<file path="src/rtl/b2r_converter.sv">
// Block-to-row converter: gathers one strip of BLOCK_SIZE x BLOCK_SIZE tiles
// into a single strip buffer, then replays it as row-major row segments.
// After ROW_BLOCKS strips it parks in DONE and pulses slice_done once.
module b2r_converter #(
  parameter int unsigned WIDTH      = 16,
  parameter int unsigned BLOCK_SIZE = 2,
  parameter int unsigned ROW_BLOCKS = 4,
  parameter int unsigned COL_BLOCKS = 4
) (
  input  logic                                  clk,
  input  logic                                  rst,
  input  logic                                  in_valid,
  output logic                                  in_ready,
  input  logic [BLOCK_SIZE*BLOCK_SIZE*WIDTH-1:0] in_data,
  output logic                                  out_valid,
  input  logic                                  out_ready,
  output logic [BLOCK_SIZE*WIDTH-1:0]           out_data,
  output logic                                  out_row_last,
  output logic                                  slice_done
);

  localparam int unsigned TILE_W = BLOCK_SIZE * BLOCK_SIZE * WIDTH;
  localparam int unsigned SEG_W  = BLOCK_SIZE * WIDTH;
  localparam int unsigned TCNT_W = $clog2(COL_BLOCKS + 1);
  localparam int unsigned RCNT_W = $clog2(BLOCK_SIZE + 1);
  localparam int unsigned SCNT_W = $clog2(ROW_BLOCKS + 1);
  localparam int unsigned IDX_W  = (COL_BLOCKS > 1) ? $clog2(COL_BLOCKS) : 1;

  typedef enum logic [1:0] {
    FILL  = 2'd0,
    DRAIN = 2'd1,
    DONE  = 2'd2
  } state_t;

  state_t              state_q;
  logic [TCNT_W-1:0]   tile_q;
  logic [TCNT_W-1:0]   seg_q;
  logic [RCNT_W-1:0]   row_q;
  logic [SCNT_W-1:0]   strip_q;
  logic                in_ready_q;
  logic                out_valid_q;
  logic                out_row_last_q;
  logic                slice_done_q;
  logic [SEG_W-1:0]    out_data_q;

  logic [TILE_W-1:0]   buf_q [COL_BLOCKS];

  logic                seg_wrap_d;
  logic                row_wrap_d;
  logic [TCNT_W-1:0]   seg_d;
  logic [RCNT_W-1:0]   row_d;
  logic [TILE_W-1:0]   fill_tile0_d;
  logic [SEG_W-1:0]    next_seg_data_d;

  // Extract row r of a tile as one output segment.
  function automatic logic [SEG_W-1:0] row_of(input logic [TILE_W-1:0] t,
                                               input logic [RCNT_W-1:0] r);
    return t[int'(r)*SEG_W +: SEG_W];
  endfunction

  // Next drain coordinates and the segment they select, used on each handshake.
  always_comb begin
    seg_wrap_d      = (seg_q == TCNT_W'(COL_BLOCKS - 1));
    row_wrap_d      = (row_q == RCNT_W'(BLOCK_SIZE - 1));
    seg_d           = seg_wrap_d ? '0 : seg_q + TCNT_W'(1);
    row_d           = row_q;
    if (seg_wrap_d) begin
      row_d = row_wrap_d ? '0 : row_q + RCNT_W'(1);
    end
    // With a single-tile strip the first segment comes from the tile arriving now.
    fill_tile0_d    = (COL_BLOCKS == 1) ? in_data : buf_q[0];
    next_seg_data_d = row_of(buf_q[seg_d[IDX_W-1:0]], row_d);
  end

  // Strip buffer write port; contents need no reset.
  always_ff @(posedge clk) begin
    if (!rst && state_q == FILL && in_valid) begin
      buf_q[tile_q[IDX_W-1:0]] <= in_data;
    end
  end

  // Control FSM with registered handshake and data outputs.
  always_ff @(posedge clk) begin
    if (rst) begin
      state_q        <= FILL;
      tile_q         <= '0;
      seg_q          <= '0;
      row_q          <= '0;
      strip_q        <= '0;
      in_ready_q     <= 1'b1;
      out_valid_q    <= 1'b0;
      out_row_last_q <= 1'b0;
      slice_done_q   <= 1'b0;
      out_data_q     <= '0;
    end else begin
      case (state_q)
        FILL: begin
          if (in_valid) begin
            if (tile_q == TCNT_W'(COL_BLOCKS - 1)) begin
              tile_q         <= '0;
              state_q        <= DRAIN;
              in_ready_q     <= 1'b0;
              out_valid_q    <= 1'b1;
              out_row_last_q <= (COL_BLOCKS == 1);
              out_data_q     <= row_of(fill_tile0_d, '0);
            end else begin
              tile_q <= tile_q + TCNT_W'(1);
            end
          end
        end
        DRAIN: begin
          if (out_ready) begin
            seg_q          <= seg_d;
            row_q          <= row_d;
            out_data_q     <= next_seg_data_d;
            out_row_last_q <= (seg_d == TCNT_W'(COL_BLOCKS - 1));
            if (seg_wrap_d && row_wrap_d) begin
              out_valid_q    <= 1'b0;
              out_row_last_q <= 1'b0;
              if (strip_q == SCNT_W'(ROW_BLOCKS - 1)) begin
                state_q      <= DONE;
                slice_done_q <= 1'b1;
              end else begin
                strip_q    <= strip_q + SCNT_W'(1);
                state_q    <= FILL;
                in_ready_q <= 1'b1;
              end
            end
          end
        end
        DONE: begin
          slice_done_q <= 1'b0;
        end
        default: begin
          state_q <= FILL;
        end
      endcase
    end
  end

  assign in_ready     = in_ready_q;
  assign out_valid    = out_valid_q;
  assign out_data     = out_data_q;
  assign out_row_last = out_row_last_q;
  assign slice_done   = slice_done_q;

endmodule
</file>
<file path="config.mk">
export PLATFORM = sky130hd
export DESIGN_NAME = b2r_converter
export DESIGN_NICKNAME = d
export VERILOG_FILES = /design/src/rtl/b2r_converter.sv
export SDC_FILE = /design/constraint.sdc
export NUM_CORES = 1
export LEC_CHECK = 0
export ABC_AREA = 1
export BUFFER_PORTS_ARGS = -buffer_cell sky130_fd_sc_hd__buf_4
export CORE_MARGIN = 1.5
export CORE_UTILIZATION = 52
export CTS_CLUSTER_DIAMETER = 60
export DETAILED_ROUTE_END_ITERATION = 10
export PLACE_DENSITY_LB_ADDON = 0.1
export SLEW_MARGIN = 10
export SYNTH_ARGS = -nofsm -noshare
export SYNTH_HDL_FRONTEND = slang
export SYNTH_SLANG_ARGS = --single-unit
</file>
<file path="constraint.sdc">
create_clock -name clk -period 10.28 [get_ports clk]
set_clock_uncertainty 0.05 [all_clocks]
set_input_delay 1.028 -clock clk [delete_from_list [all_inputs] [get_ports clk]]
set_output_delay 1.028 -clock clk [all_outputs]
set_load 0.1 [all_outputs]
</file>
# Word-level counts from Yosys, hierarchy flattened
# Memories as Yosys holds them, arrays and structs flattened.
# Index checks and enable logic that the tools add are counted.
dict set report word_totals {
  in_bits 68
  elab_cells 80
  reg_bits 49
  mem_bits_rw 256
  output_inout_bits 36
  memories 1
}
# name words word_bits rd rd_clocked_by_memory_dff wr line_no
set memory_table {}
lappend memory_table {buf_q 4 64 2 0 1 46} ;# logic [TILE_W-1:0] buf_q [COL_BLOCKS];
dict set report op_classes {
  n_bitwise 2
  n_mux 34
  n_addsub 4
  n_reduce_logical 15
  n_shift 1
  eq_ne 13
}
# cell count
set ops {}
lappend ops {{$mux W32} 3}
lappend ops {{$pmux W32 S2} 1}
lappend ops {{$shiftx A64 B8 Y32} 1}
lappend ops {{$mux W1} 16}
lappend ops {{$mux W2} 7}
lappend ops {{$eq A3 B2 Y1 const B} 4}
lappend ops {{$reduce_and A4 Y1} 3}
lappend ops {{$ne A2 B2 Y1 const B} 5}
lappend ops {{$reduce_and A5 Y1} 2}
lappend ops {{$add A3 B1 Y3 const B} 3}
lappend ops {{$pmux W1 S2} 4}
lappend ops {{$mux W3} 2}
lappend ops {{$pmux W2 S3} 1}
lappend ops {{$reduce_and A6 Y1} 1}
lappend ops {{$eq A2 B1 Y1 const B} 2}
lappend ops {{$reduce_and A2 Y1} 2}
lappend ops {{$reduce_bool A2 Y1} 2}
lappend ops {{$logic_and A1 B1 Y1} 3}
lappend ops {{$add A2 B1 Y2 const B} 1}
lappend ops {{$eq A2 B2 Y1 const B} 1}
lappend ops {{$logic_not A2 Y1} 1}
lappend ops {{$ne A2 B1 Y1 const B} 1}
lappend ops {{$not A1 Y1} 2}
lappend ops {{$logic_not A1 Y1} 1}

# Longest topological paths before layout
dict set report depth {
  word_depth 6
  mapped_depth 11
  mapped_depth_nobuf 9
}

# Least setup slack after synthesis
# Ideal clock, no wire load.
dict set report synth_path {
  path_type {input port to flip-flop}
  from {input port rst}
  to {memory buf_q[0][0] in the netlist's numbering, enable pin}
  t_arrival_ns 4.081
  path_stages 4
  slack_ns 5.662
  setup_time_ns 0.486
  n_path_buf 1
  path_cell_list {clkbuf_1 -> clkinv_1 -> nand2_1 -> nor2_1}
}
dict set report synth_between {
  elab_chain_len 5
}
# item line_no
set synth_lines {}
lappend synth_lines {{start: declaration} 11} ;# input logic rst,
lappend synth_lines {{$logic_not A1 Y1} 77} ;# if (!rst && state_q == FILL && in_valid) begin
lappend synth_lines {{$logic_and A1 B1 Y1 (2 in series)} 77}
lappend synth_lines {{$mux W1} 77}
lappend synth_lines {{$mux W1 (not written as such)} 78} ;# buf_q[tile_q[IDX_W-1:0]] <= in_data;
lappend synth_lines {{end: declaration} 46}
# Every way passes these cells.

# Final worst setup path
dict set report layout_path {
  from {register seg_q[0]}
  to {register out_data_q[4], in the netlist out_data[4]}
}
dict set report layout_between {
  elab_chain_len 6
  elab_cells_between_ends 8
}
# item line_no
set layout_lines {}
lappend layout_lines {{start: declaration} 37} ;# logic [TCNT_W-1:0] seg_q;
lappend layout_lines {{start signal: assignment} 113} ;# seg_q <= seg_d;
lappend layout_lines {{$add A3 B1 Y3 / $eq A3 B2 Y1 (equally long branches)} {65, 63}}
lappend layout_lines {{$mux W3} 65} ;# seg_d = seg_wrap_d ? '0 : seg_q + TCNT_W'(1);
lappend layout_lines {{$mem_v2 Z4 W64} n/a}
lappend layout_lines {{$shiftx A64 B8 Y32 (*)} 58} ;# return t[int'(r)*SEG_W +: SEG_W];
lappend layout_lines {{$mux W32 (*)} 112} ;# if (out_ready) begin
lappend layout_lines {{$pmux W32 S2 (*)} 96} ;# case (state_q)
lappend layout_lines {{end signal: assignment} 105} ;# out_data_q <= row_of(fill_tile0_d, '0);
lappend layout_lines {{end signal: assignment} 115} ;# out_data_q <= next_seg_data_d;
lappend layout_lines {{end: declaration} 44} ;# logic [SEG_W-1:0] out_data_q;
# Mark *: on every way between the ends. The rest lies on a longest branch, timed or not. The select of a mux whose other input is x is not followed.
# A chain may end at the register's enable or synchronous reset.

==> impl_metrics.csv <==
group,metric,value,unit
synth,synth_compound_area_share,3.670,%
timing,grt_setup_unrepaired,"no",
layout,finalNonFillerCells,1671,
cts,h-tree-depth,1,
worst_setup_path,rrSetupSlack,6.74,ns
synth,synthesis.area,12820,um2
run_status,status,"complete, no violations",
drt,first_pass_iters,5,
cts,clk_path_buf_depth,3,
global_route,grt_max_degree,98,
global_route,antenna_found_initial,0,
synth,ys_seq_area_share,67.62,%
floorplanning,fp.coreArea,24250,um2
cts,root_buffer,"clkbuf_16",
cts,clk_pin_slew,0.06,ns
worst_setup_path,cp.buffers_inverters,1,
layout,syn2layout_area_growth,14.58,%
floorplanning,start_util,52.86,%
worst_setup_path,crit_family,"simple AND/OR/NAND/NOR gates",
synth,syn_area_per_cell,10.26,um2
power,total_power,3.281,mW
drt,ant_nets,0,
worst_setup_path,path_cells,"ha_1 -> nand2_4 -> nand2_4 -> buf_4 -> nand2_1 -> nand3_1 -> nand2_1 -> nand2_1 -> nand3_1 -> a21oi_1",
global_route,grt_overflow,0,
power,power_density,223.4,nW/um2
worst_setup_path,critPathMaxFanout,70,
synth,yosysUniqueCellTypes,27,
worst_setup_path,arrival,3.97,ns
timing,finalCriticalPeriod,3.543,ns
global_route,grt_pass1_wl,47460,um
drt,drtIter0Drc,719,
synth,syn_nets,1324,
timing,worst_slack,6.737,ns
synth,synth-simple-area-share,22.22,%
power,p_leak,5.831,nW
cts,cts_buffers,31,
power,peakVddDrop,0.1455,mV
worst_setup_path,start_kind,"flip-flop",
synth,synthCells,1249,
timing,fin_crit_sh,34.47,%
worst_hold_path,hp-class,"flip-flop to flip-flop",
cts,cts_hold_buf,0,
synth,yosys_warnings,0,
cts,cts_resized,0,
worst_setup_path,crit_cells,10,
worst_setup_path,crit_slowest_cell,"nand2_4",
synth,synth_top_family_by_area,"simple AND/OR/NAND/NOR gates",
drt,wl_per_cell,18.32,um
floorplanning,fp-row-count,57,
place,place_inst,1615,
synth,synth_top_area_share,59.97,%
cts,cts_tree,"built",
synth,synthAdderAreaFrac,0.6833,%
cts,clk_latency,0.55,ns
drt,drc,0,
drt,viasPerCell,5.275,
floorplanning,chipHeight,160.0,um
drt,dr_total_vias,8815,
floorplanning,die_w,160.0,um
layout,insertedDiodeCount,0,
synth,synth_xor_xnor_area_share,0,%
drt,drt-total-wl,30610,um
worst_setup_path,crit_path_max_incr_delay,0.82,ns
place,portBuffers,103,
floorplanning,pin_count,104,
cts,cts_setup_buffers,0,
worst_setup_path,worstSetupEndpoint,"out_data[4]$_SDFFE_PP0P_",
worst_setup_path,critPathMostFrequentCell,"nand2_1",
floorplanning,dieArea,25600,um2
worst_setup_path,required,10.71,ns
flow_run,cap_violations,0,
timing,fmax,282.2,MHz
global_route,grtUsageTotal,24.07,%
synth,synth-seq-cells,305,
timing,finalHoldViolations,0,
timing,worst_pin_slew,1.183,ns
synth,yosys.area.top_type,"edfxtp_1",
global_route,grt_pass1_vias,8219,
worst_setup_path,timing.rr.start,"seg_q[0]$_SDFFE_PP0P_",
worst_setup_path,r2r-end,"out_data[4]$_SDFFE_PP0P_",
cts,clock-sinks,305,
place,gp_congestion,0.8112,
worst_setup_path,critPathKind,"flip-flop to flip-flop",
place,hpwlAfterDp,16690,um
timing,setup_tns,0,ns
synth,synth_area_leaders,"edfxtp_1 60%, nand2_1 12%, dfxtp_1 7.7%",
worst_setup_path,endpoint_kind,"flip-flop",
worst_setup_path,rr_worst_depth,10,
timing,slew-limit-headroom,21.12,%
timing,slew_viol_final,0,
layout,fin_nets,1399,
layout,final_layout_size_suffix_gt1_share,12.69,%
synth,synth_mux_area_share,0,%
worst_setup_path,crit_start,"seg_q[0]$_SDFFE_PP0P_",
place,dp_slack,6.759,ns
timing,setup_viol,0,
[tightest hold or removal path: stages, from the launching register on]
cell and delay (ns):
dfxtp_1 0.31, inv_1 0.05, a21oi_1 0.05
[per-stage QoR]
step / instance area (um2) / util (%) / hold WS, ns
after floorplan: 12820 / - / 0.3777
after global placement: 13720 / 56.59 / 0.3910
after detailed placement: 13720 / 56.59 / 0.3948
final: 14690 / 60.57 / 0.4013
after global routing: 14690 / 60.57 / 0.4322
after CTS: 14690 / 60.57 / 0.4041
[cell families after synthesis]
family | Yosys count
buffers and inverters | 162
AND/OR/NAND/NOR | 684
AO/OA/AOI/OAI | 91
flip-flops | 305
adder cells (fa/ha/maj) | 7
[power breakdown]
part           switching [mW]  internal, mW
logic                   0.574         0.185
registers              0.0329          1.42
clock network           0.444         0.628
[how the worst min path moves through the flow]
stage / startpoint / end / cells after the start
floorplan: strip_q[1]$_SDFFE_PP0P_ / strip_q[1]$_SDFFE_PP0P_ / 2
finish: strip_q[1]$_SDFFE_PP0P_ / strip_q[1]$_SDFFE_PP0P_ / 2
CTS: strip_q[1]$_SDFFE_PP0P_ / strip_q[1]$_SDFFE_PP0P_ / 2
global placement: strip_q[1]$_SDFFE_PP0P_ / strip_q[1]$_SDFFE_PP0P_ / 2
global route: in_ready$_SDFFE_PP1P_ / in_ready$_SDFFE_PP1P_ / 2
detailed placement: strip_q[1]$_SDFFE_PP0P_ / strip_q[1]$_SDFFE_PP0P_ / 2
[flip-flops by register name, indices dropped and copies added (netlist names)]
register,cells
buf_q,256
out_data,32
seg_q,3
strip_q,3
tile_q,3
row_q,2
state_q,2
in_ready,1
out_row_last,1
out_valid,1
slice_done,1
[layout make-up]
| cell class | count | area (um2) |
|---|---|---|
| clock inverters | 12 | 100.1 |
| multi-input cells | 782 | 3456 |
| fillers | 2015 | 9560 |
| flip-flops and latches | 305 | 8668 |
| clock buffers | 44 | 864.6 |
| well taps | 324 | 405.4 |
| inverters | 90 | 337.8 |
| repair buffers | 114 | 855.8 |
[synth_stat cells (all sizes together)]
library cell and instances:
nor2 83, clkinv 1, a31oi 1, nand3b 1
buf 52, or2 1, edfxtp 256, o21ai 11
inv 89, o22ai 1, nand3 195, ha 7
nand4 1, a21oi 76, nand2 403, o211ai 2
clkbuf 20, dfxtp 49
[per-layer routing]
| layer | vias up | GRT usage (%) | part of all wire [%] |
|---|---|---|---|
| li1 | 4333 | - | - |
| met1 | 4162 | 36.06 | 46 |
| met2 | 282 | 37.15 | 46 |
| met3 | 38 | 4.130 | 6.9 |
| met4 | 0 | 5.013 | 1.6 |
| met5 | - | 0 | 0 |
[cell usage in the layout, fill, tap and decap left out, types with 10 or more instances in the layout]
cell type  instances
inv_1             84
dfxtp_1           49
buf_4            114
nand3_1          195
clkbuf_16         31
o21ai_0           10
edfxtp_1         256
nand2_1          399
nor2_1            76
a21oi_1           75
Power figures use the tool's default switching activity.
